`src/rtl/fifo_pkg.sv`:
```
// fifo_pkg: shared types and helpers for the FIFO pointer/flag controller.
// Used by fifo_ctrl and fifo_ptr.
package fifo_pkg;

    // Default RAM address width. The RAM has 2**aw slots.
    localparam int FIFO_DEFAULT_AW = 8;

    // Pointer/count type at the default width.
    typedef logic [FIFO_DEFAULT_AW-1:0] fifo_ptr_t;

    // Flags decoded from the registered occupancy count.
    typedef struct packed {
        logic full;
        logic empty;
        logic almost_full;
        logic almost_empty;
    } fifo_flags_t;

    // Usable capacity. One RAM slot always stays free because the RAM writes
    // every cycle, so wr_ptr must never point at an unread entry.
    function automatic int fifo_cap(input int aw);
        return (1 << aw) - 1;
    endfunction

endpackage

```
`src/rtl/fifo_ptr.sv`:
```
// fifo_ptr: wrapping ADDR_WIDTH-bit pointer with an increment enable and
// asynchronous active-high reset. Wraps from 2**ADDR_WIDTH-1 back to 0.
module fifo_ptr
    import fifo_pkg::*;
#(
    parameter int ADDR_WIDTH = FIFO_DEFAULT_AW
) (
    input  logic                  clk,
    input  logic                  reset,
    input  logic                  inc,
    output logic [ADDR_WIDTH-1:0] ptr
);

    // Advance by one on each accepted request; natural overflow gives the wrap.
    always_ff @(posedge clk or posedge reset) begin
        if (reset) begin
            ptr <= '0;
        end else if (inc) begin
            ptr <= ptr + 1'b1;
        end
    end

endmodule

```
`src/rtl/fifo_ctrl.sv`:
```
// fifo_ctrl: pointer/flag controller that turns a write-every-cycle RAM into a
// synchronous FIFO. Owns push/pop acceptance, occupancy count, full/empty and
// threshold flags. Optional macro FIFO_CTRL_ERROR_EN enables a sticky
// overflow/underflow error flag; without it error is tied to 0.
module fifo_ctrl
    import fifo_pkg::*;
#(
    parameter int ADDR_WIDTH = FIFO_DEFAULT_AW
) (
    input  logic                  clk,
    input  logic                  reset,
    input  logic                  push,
    input  logic                  pop,
    input  logic [ADDR_WIDTH-1:0] af_thresh,
    input  logic [ADDR_WIDTH-1:0] ae_thresh,
    output logic [ADDR_WIDTH-1:0] wr_ptr,
    output logic [ADDR_WIDTH-1:0] rd_ptr,
    output logic                  full,
    output logic                  empty,
    output logic                  almost_full,
    output logic                  almost_empty,
    output logic [ADDR_WIDTH-1:0] fifo_count,
    output logic                  error
);

    localparam logic [ADDR_WIDTH-1:0] CAP = ADDR_WIDTH'(fifo_cap(ADDR_WIDTH));

    logic [ADDR_WIDTH-1:0] count;
    fifo_flags_t           flags;
    logic                  push_ok;
    logic                  pop_ok;

    // A pop only frees a slot when there is something to pop; no fall-through
    // on an empty FIFO, so a simultaneous push still sees the FIFO as it is.
    assign pop_ok  = pop & ~flags.empty;
    assign push_ok = push & (~flags.full | pop);

    fifo_ptr #(.ADDR_WIDTH(ADDR_WIDTH)) u_wr_ptr (
        .clk   (clk),
        .reset (reset),
        .inc   (push_ok),
        .ptr   (wr_ptr)
    );

    fifo_ptr #(.ADDR_WIDTH(ADDR_WIDTH)) u_rd_ptr (
        .clk   (clk),
        .reset (reset),
        .inc   (pop_ok),
        .ptr   (rd_ptr)
    );

    // Occupancy: +1 on push only, -1 on pop only, unchanged on both or neither.
    always_ff @(posedge clk or posedge reset) begin
        if (reset) begin
            count <= '0;
        end else if (push_ok && !pop_ok) begin
            count <= count + 1'b1;
        end else if (pop_ok && !push_ok) begin
            count <= count - 1'b1;
        end
    end

    // Flags come only from the registered count, never from push/pop.
    always_comb begin
        flags              = '0;
        flags.full         = (count == CAP);
        flags.empty        = (count == '0);
        flags.almost_full  = (count >= af_thresh);
        flags.almost_empty = (count <= ae_thresh);
    end

    assign full         = flags.full;
    assign empty        = flags.empty;
    assign almost_full  = flags.almost_full;
    assign almost_empty = flags.almost_empty;
    assign fifo_count   = count;

`ifdef FIFO_CTRL_ERROR_EN
    logic err_q;

    // Sticky error: overflow is a push refused while full, underflow is any
    // pop while empty. Cleared only by reset.
    always_ff @(posedge clk or posedge reset) begin
        if (reset) begin
            err_q <= 1'b0;
        end else if ((push && flags.full && !pop) || (pop && flags.empty)) begin
            err_q <= 1'b1;
        end
    end

    assign error = err_q;
`else
    assign error = 1'b0;
`endif

endmodule

```
`config.mk`:
```
export PLATFORM = sky130hd
export DESIGN_NAME = fifo_ctrl
export DESIGN_NICKNAME = d
export VERILOG_FILES = /design/src/rtl/fifo_pkg.sv /design/src/rtl/fifo_ptr.sv /design/src/rtl/fifo_ctrl.sv
export SDC_FILE = /design/constraint.sdc
export NUM_CORES = 1
export LEC_CHECK = 0
export CAP_MARGIN = 10
export CORE_MARGIN = 10
export CORE_UTILIZATION = 48
export DETAILED_ROUTE_END_ITERATION = 16
export PLACE_DENSITY_LB_ADDON = 0.3
export SLEW_MARGIN = 25
export SYNTH_ARGS = -nofsm -noshare
export SYNTH_HDL_FRONTEND = slang
export SYNTH_SLANG_ARGS = --single-unit
```
`constraint.sdc`:
```
create_clock -name clk -period 4 [get_ports clk]
set_clock_uncertainty 0.15 [all_clocks]
set_input_delay 0.4 -clock clk [delete_from_list [all_inputs] [get_ports clk]]
set_output_delay 0.4 -clock clk [all_outputs]
set_load 0.02 [all_outputs]
```
==> metrics, run 1 <==
area grow syn2layout=32.4%; total power draw=1790 uW; H-tree Lvls=1; Crit-path slowest cell=dfrtp_1; synthesized area per cell=9.23 um2; Leak Pwr=0.00109 uW; Ys Warns=0; WS Path Type=flip-flop to flip-flop; Final ANT Viol Nets=0; setup ws final=0.397 ns; # resized after CTS=0; vias=1421; post-detail-place hpwl=3220 um; Layout fillers=284; PD cells=776 nW/um2; flip-flop and latch count after synthesis=24; I/O pin cnt=49; cts hold-fix bufs=0; Max FO, Critical Path=8; Synth Area in XOR/XNOR=10.0%; Root Buffer Master=clkbuf_4; WL final=3930 um; max incr delay on CP=0.53 ns; vias per cell=5.02; routed wl met2=1770 um; largest net degree at the start of global routing=25; # DRC=0; post-synthesis adder-cell area fraction=19.1%; worst setup path start=fifo_count[0]; max layer used=met4; WP data arrival=3.71 ns; Sequential cell area=601 um2; max_slew headroom=40.0%; CTS max path bufs=2; CTS Buf Count=3; layout cells sized above 1=6.33%; Critical path buffers and inverters=2; Worst Tran Pin Value=0.899 ns; Multi-input gate area=1040 um2; Simple-Gate Fraction of Synth Area=14.6%; Die Wd=80.3 um; syn_nets=235; CP Cell Sequence=nand4_1 -> or2_2 -> o21ai_2 -> inv_1 -> ha_1 -> inv_1 -> ha_1 -> a211oi_1 -> nor2_1 -> a31oi_1 -> mux2_2 -> o2bb2ai_1; vias in the first global route=1377; max frequency=278 MHz; clk_lat worst skew=0.31 ns; min Tclk post-route=3.60 ns; Final Setup Violations=0; WHS=0.332 ns; CP top delay family=compound AO/OA/AOI/OAI gates; DIE AREA=6440 um2; All-Layer GR Usage=12.7%; DIE HEIGHT=80.3 um; Max-Cap Viols=0; Synth Area in Compound Gates=13.8%; CP required=4.10 ns; WL/cell=13.9 um; mux share of post-synthesis cell area=1.94%; IO Port Bufs=47; Seq/Total Area, Yosys=34.4%; Peak VDD IR=0.412 mV; postcts setup bufs=0; most common cell after layout, fill and taps aside=clkdlybuf4s50_1; worst hold path type=flip-flop to flip-flop; Final Cycle Share=90.1%; CTS clk-pin slew, worst paths=0.13 ns; antenna violations before repair=0; first-pass GRT wire length=6720 um; RSZ-0062 raised after global routing=no; final setup TNS=0 ns; Mapped Cells=189; HP Start=u_wr_ptr.ptr[7]; CP Capture Type=flip-flop; status=completed; clk sinks=24; Post-Syn Area=1740 um2; NumNets Final=284; Core Footprint=3420 um2; placed cells=279; routability cong.=0.871; grt ovf=0; worst r2r src=fifo_count[0]; post-synth cell types=35; num rows=21; metal3 WL=257 um; Starting Density=51.1%; Layout Cells excl Fill=283; length of the first detailed-routing pass in iterations=6; fin. max-slew vios=0; largest family of logic cells by synthesized area=adder cells; most frequent cells in the layout=47 x clkdlybuf4s50_1, 25 x ha_1, 24 x dfrtp_1; CTS tree=built; Post-Place Setup Slack=0.449 ns; Met1 Wirelength=1860 um; n_diodes=0; crit start category=flip-flop; number of hold violations in the final report=0; Iter 0 DRT Violations=48
==> final timing paths <==
kind                                   end  slack (ns)  cells past startpoint
max                          fifo_count[7]        0.40                     12
min in group asynchronous  u_rd_ptr.ptr[7]        0.42                      2
min reg2reg                u_wr_ptr.ptr[7]        0.33                      1
max in group asynchronous  u_rd_ptr.ptr[1]        2.74                      2
max reg2reg                  fifo_count[7]        0.40                     12
min                        u_wr_ptr.ptr[7]        0.33                      1
==> cell usage after synthesis <==
library cell,count,area (um2)
a211oi_1,3,22.5
or4_4,2,22.5
nand3_2,1,10.0
a21oi_1,9,45.0
nor3_1,4,20.0
o21ai_2,1,8.76
o21bai_1,4,30.0
or2_2,1,6.26
dfrtp_1,24,601
nand2b_1,1,6.26
conb_1,1,3.75
and3_1,1,6.26
nor4_1,2,12.5
nand2_1,19,71.3
o22ai_1,1,6.26
buf_4,1,7.51
a21o_2,1,8.76
nor2_1,11,41.3
a21o_1,3,22.5
ha_1,25,313
xor2_1,11,96.3
inv_1,23,86.3
fa_1,1,20.0
o31ai_1,1,7.51
a221oi_1,1,8.76
nand4_1,3,18.8
o21ai_4,1,16.3
o21ai_0,10,50.1
o2bb2ai_1,1,8.76
xnor2_1,9,78.8
nor3_2,1,10.0
clkbuf_1,2,7.51
mux2_2,3,33.8
nand3_1,6,30.0
a31oi_1,1,6.26
==> flip-flops by register name (all words and copies together), names as in the netlist <==
register / flops
fifo_count: 8
u_wr_ptr.ptr: 8
u_rd_ptr.ptr: 8
==> power by group <==
part	switching, uW	total (uW)	internal [uW]
Sequential	176	533	358
Clock	74.6	176	101
Combinational	549	1080	533
==> kinds of logic (layout without fill, tap and decap cells) <==
group	Yosys count	after routing
buffers and inverters	26	74
adder cells (fa/ha/maj)	26	26
AND/OR/NAND/NOR	52	52
other	1	1
multiplexers	3	3
XOR/XNOR	20	20
AO/OA/AOI/OAI	37	37
flip-flops	24	24
==> layer usage <==
| layer | up-vias | global-route usage, % |
|---|---|---|
| met5 | - | 0 |
| met4 | 0 | 2.64 |
| met3 | 4 | 4.68 |
| met2 | 31 | 19.4 |
| met1 | 646 | 16.7 |
| li1 | 740 | - |
==> layout make-up <==
class / instances / area share (%)
clock buffer: 3 / 0.975
clock inverter: 1 / 1.30
inverter: 23 / 3.74
multi-input combinational: 139 / 45.1
sequential: 24 / 26.0
tap: 46 / 2.49
timing repair buffer: 47 / 20.4
==> worst register-to-register path: cells and delay by family (launching register included) <==
kind	cells	cell delay, ns
AOI/OAI and AO/OA	4	0.95
adders and majority gates	2	0.57
buffers and inverters	2	0.38
DFF	1	0.53
muxes	1	0.35
and+or+nand+nor	3	0.58
==> metrics by stage <==
step | util (%) | cell area, um2
after global placement | 66.1 | 2260
final | 67.6 | 2310
after detailed placement | 66.1 | 2260
after CTS | 67.6 | 2310
after global routing | 67.6 | 2310
after floorplan | - | 1740
Power figures use the tool's default switching activity.
==> run 2: changes to the inputs <==
- CORE_ASPECT_RATIO: unset -> 1.1
- CORE_UTILIZATION: 48 -> 30
==> run 2 against run 1 <==
Design area up 2.5%. Non-clock buffer count unchanged. Via count up 3.0%. Final cell count up 11%. Setup slack better by 0.0078 ns. Combinational power about the same. Critical path type unchanged.
==> metrics, run 2 (synthesized netlist as in run 1, its figures left out) <==
I/O pin cnt=49; Worst Tran Pin Value=0.880 ns; antenna violations before repair=0; area grow syn2layout=35.7%; fin. max-slew vios=0; PD cells=774 nW/um2; RSZ-0062 raised after global routing=no; Starting Density=30.6%; CTS Buf Count=3; IO Port Bufs=47; first-pass GRT wire length=7180 um; All-Layer GR Usage=9.22%; post-detail-place hpwl=3310 um; WS Path Type=flip-flop to flip-flop; largest net degree at the start of global routing=25; number of hold violations in the final report=0; postcts setup bufs=0; Root Buffer Master=clkbuf_8; Leak Pwr=0.00109 uW; Iter 0 DRT Violations=61; vias=1463; Final ANT Viol Nets=0; Final Setup Violations=0; max incr delay on CP=0.53 ns; Core Footprint=5700 um2; Peak VDD IR=0.279 mV; clk sinks=24; WL final=4080 um; CTS max path bufs=2; max_slew headroom=41.0%; DIE AREA=9270 um2; status=completed; # DRC=0; # resized after CTS=0; total power draw=1830 uW; Post-Place Setup Slack=0.457 ns; crit start category=flip-flop; length of the first detailed-routing pass in iterations=4; vias in the first global route=1554; vias per cell=4.66; num rows=29; Final Cycle Share=89.9%; H-tree Lvls=1; most common cell after layout, fill and taps aside=clkdlybuf4s50_1; grt ovf=0; CTS tree=built; Die Wd=92.7 um; clk_lat worst skew=0.27 ns; final setup TNS=0 ns; setup ws final=0.405 ns; worst hold path type=flip-flop to flip-flop; cts hold-fix bufs=0; routability cong.=0.813; Max FO, Critical Path=8; Max-Cap Viols=0; CTS clk-pin slew, worst paths=0.09 ns; WP data arrival=3.65 ns; CP Capture Type=flip-flop; most frequent cells in the layout=47 x clkdlybuf4s50_1, 25 x ha_1, 24 x dfrtp_1; layout cells sized above 1=6.33%; max frequency=278 MHz; CP required=4.06 ns; DIE HEIGHT=100 um; WL/cell=13.0 um; NumNets Final=284; Finished Core Util=41.6%; min Tclk post-route=3.60 ns; CP Cell Sequence=nand4_1 -> or2_2 -> o21ai_2 -> inv_1 -> ha_1 -> inv_1 -> ha_1 -> a211oi_1 -> nor2_1 -> a31oi_1 -> mux2_2 -> o2bb2ai_1; Crit-path slowest cell=dfrtp_1; n_diodes=0
## run 2: cell types whose count changed in the layout (fill, tap and decap cells not counted)
cell / previous run / this run
clkbuf_8: 0 / 3
clkbuf_4: 3 / 0
clkinv_1: 0 / 1
inv_1: 23 / 22
## run 2: path summary, 6_finish.rpt
kind	startpoint	to	slack, ns	depth (start not counted)
worst max-delay path	fifo_count[0]	fifo_count[7]	0.40	12
worst min-delay path	u_wr_ptr.ptr[7]	u_wr_ptr.ptr[7]	0.32	1
worst max register to register	fifo_count[0]	fifo_count[7]	0.40	12
worst min register to register	u_wr_ptr.ptr[7]	u_wr_ptr.ptr[7]	0.32	1
max in group asynchronous	reset	fifo_count[3]	2.94	2
min in group asynchronous	reset	u_rd_ptr.ptr[4]	0.35	2
## run 2: cell type report
cell class | instances | area, um2
Clock buffer | 3 | 41.3
Clock inverter | 1 | 30.0
Fill cell | 574 | 3330
Inverter | 23 | 86.3
Multi-Input combinational cell | 139 | 1040
Sequential cell | 24 | 601
Tap cell | 77 | 96.3
Timing Repair Buffer | 47 | 470
## run 2: per-layer routing
metal | global-route usage, % | routed length (um) | up-vias | share of wire (%)
met5 | 0 | 0 | - | 0
met4 | 3.21 | 60 | 0 | 1.5
met3 | 1.94 | 201 | 5 | 4.9
met2 | 16.1 | 1990 | 28 | 49
met1 | 10.9 | 1830 | 686 | 45
li1 | - | - | 744 | -
## run 2: critical path, delay by kind of cell (launching register included)
kind | cells | cell delay [ns]
AO/OA/AOI/OAI | 4 | 0.92
buffers and inverters | 2 | 0.38
multiplexers | 1 | 0.34
flip-flops | 1 | 0.53
AND/OR/NAND/NOR | 3 | 0.63
adder cells (fa/ha/maj) | 2 | 0.57
## run 2: where the power goes
group	total (uW)	internal (uW)	switching [uW]
combinational	1080	533	548
sequential	532	358	174
clock	219	134	84.8
total	1830	1030	806
## run 2: stage by stage
step                hold WS (ns)  cell area, um2  instances
finish                     0.318            2370        314
global route               0.340            2370        314
CTS                        0.323            2370        314
detailed placement         0.306            2300        310
global placement           0.307            2300        310
floorplan                  0.265            1740        189
==> run 3: changes to the inputs <==
- CTS_CLUSTER_SIZE: unset -> 25
==> results of run 3 <==
Same layout as run 2: the final DEF is identical, and so are final timing and power.
==> patch (settings of run 2) <==
Change the package constant `FIFO_DEFAULT_AW` from 8 to 7.
--- a/src/rtl/fifo_pkg.sv
+++ b/src/rtl/fifo_pkg.sv
@@ -3,7 +3,7 @@
 package fifo_pkg;
 
     // Default RAM address width. The RAM has 2**aw slots.
-    localparam int FIFO_DEFAULT_AW = 8;
+    localparam int FIFO_DEFAULT_AW = 7;
 
     // Pointer/count type at the default width.
     typedef logic [FIFO_DEFAULT_AW-1:0] fifo_ptr_t;
Interface: changed (5 resized); port bits go from 49 to 44. No check against the original RTL was run, so the function may have changed too.
==> patch against run 2 <==
Sequential cell count is 3 lower. Non-clock buffer count shrank 5. Largest power group unchanged. Clock power decreased by 37%. Setup slack better by 390 ps. Critical path depth is 1 lower. Total power is 17% lower. First-iteration DRC count fell by 30%. Wire length decreased by 16%. Maximum frequency grew 12%. Synthesized cell count decreased by 16%. Final area decreased by 15%. Synthesized area decreased by 14%. Utilization rose by 0.91 points.
==> patch: results (changes against run 2) <==
.. list-table::
   :header-rows: 1

   * - Metric
     - Value
   * - Result of the run
     - finished clean
   * - Global routing usage summed across all routing layers
     - 8.75% (-0.47 points)
   * - Routed length per instance
     - 13.4 um (+3.1%)
   * - Multi-Input Combinational
     - 114 (-18%)
   * - Timing-limited maximum frequency
     - 312 MHz (+12%)
   * - Top post-synthesis cells by area
     - sky130_fd_sc_hd__dfrtp_1, sky130_fd_sc_hd__ha_1, sky130_fd_sc_hd__xnor2_1, sky130_fd_sc_hd__inv_1, sky130_fd_sc_hd__nand2_1
   * - Nets
     - 243 (-14%)
   * - Cell internal power dissipation
     - 0.844 mW (-18%)
   * - Worst Hold Slack
     - 326 ps (+8.30 ps)
   * - Worst reg-to-reg setup slack
     - 800 ps (+390 ps)
   * - Share of cell area taken by flip-flops and latches
     - 26.1% (+0.68 points)
   * - Last weighted congestion value of the routability-driven placer
     - 0.782 (-3.9%)
   * - Met2 wire length
     - 1.65 mm (-17%)
   * - Detailed-placement wirelength estimate
     - 2.81 mm (-15%)
   * - Endpoint of the worst hold path
     - u_rd_ptr.ptr[6]
   * - Distinct cells, synth
     - 33 (-5.7%)
   * - Wire length of the first global-routing pass
     - 6.04 mm (-16%)
   * - CP arrival
     - 3180 ps (-470 ps)
   * - Via count of the first global-routing pass
     - 1279 (-18%)
   * - Number of sequential cells in the layout
     - 21 (-13%)
   * - Clock-cell share of area
     - 2.30% (-0.72 points)
   * - Hold Path Origin
     - u_rd_ptr.ptr[6]
   * - Filler cell count in the final layout
     - 467 (-19%)
   * - M1 wire length
     - 1.56 mm (-14%)
   * - Critical path capture point
     - fifo_count[5]
   * - IO Port Bufs
     - 42 (-11%)
   * - Final standard cell utilization of the core
     - 42.5% (+0.91 points)
   * - Final wirelength
     - 3.44 mm (-16%)
   * - Layout cell share with drive strength beyond 1
     - 4.48% (-1.9 points)
   * - Total met3 wirelength after detailed routing
     - 195 um (-3.0%)
   * - Commonest cells in the netlist
     - sky130_fd_sc_hd__ha_1, sky130_fd_sc_hd__dfrtp_1, sky130_fd_sc_hd__inv_1, sky130_fd_sc_hd__nand2_1, sky130_fd_sc_hd__xnor2_1
   * - Global-route met1 utilization
     - 11.0% (+0.098 points)
   * - Worst setup slack before clock tree synthesis
     - 622 ps (+164 ps)
   * - Met3 demand-to-capacity share in global routing
     - 1.56% (-0.38 points)
   * - Cells after Synth
     - 158 (-16%)
   * - Highest ir drop seen on vdd
     - 0.000176 V (-37%)
   * - Measured slew at the worst slew-check pin
     - 831 ps (-49.2 ps)
   * - Placed Instances
     - 253 (-18%)
   * - Clk Latency, worst-skew pair
     - 250 ps (-20 ps)
   * - Maximum number of pins on one net before global-route repair
     - 22 (-12%)
   * - Met2 Usage GRT
     - 14.6% (-1.5 points)
   * - Critical R2R Capture
     - fifo_count[5]
   * - Peak fanout along the critical path
     - 7 (-1)
   * - Sequential share of the synthesized area
     - 35.1% (+0.71 points)
   * - Via-per-instance ratio
     - 4.78 (+2.6%)
patch: cell count changes after synthesis, sizes merged, moves of 4 or more:
cell           run 2  this run
xor2              11         4
nor2              11         5
a21oi              9         5
nand4              3         7
o21ai             12         8
o21bai             4         0
xnor2              9        13
patch: power groups by stage:
stage          Clock [mW]  Combinational (mW)  Sequential, mW
2_1_floorplan           0               0.459           0.569
3_3_place_gp            0               0.911           0.489
3_5_place_dp            0               0.925           0.490
4_1_cts             0.143               0.930           0.485
5_1_grt             0.153                1.02           0.505
6_report            0.139               0.910           0.478
patch: worst reg2reg max path, cell delays in order (launching register included):
cell	delay, ps
sky130_fd_sc_hd__dfrtp_1	530
sky130_fd_sc_hd__nand4_2	180
sky130_fd_sc_hd__o41ai_4	440
sky130_fd_sc_hd__inv_1	150
sky130_fd_sc_hd__ha_1	300
sky130_fd_sc_hd__inv_1	190
sky130_fd_sc_hd__ha_1	320
sky130_fd_sc_hd__a21o_1	200
sky130_fd_sc_hd__a31o_2	210
sky130_fd_sc_hd__a21oi_1	170
sky130_fd_sc_hd__xor2_1	150
sky130_fd_sc_hd__o21ai_0	80
patch: cell families (layout without fill, tap and decap cells):
logic type / after synthesis / after routing / share of synthesized area [%]
AND/OR/NAND/NOR: 46 / 46 / 15.6
adder cells (fa/ha/maj): 23 / 23 / 19.7
buffers and inverters: 23 / 66 / 6.03
multiplexers: 1 / 1 / 0.753
other: 1 / 1 / 0.251
XOR/XNOR: 17 / 17 / 9.96
AO/OA/AOI/OAI: 26 / 26 / 12.6
flip-flops: 21 / 21 / 35.1
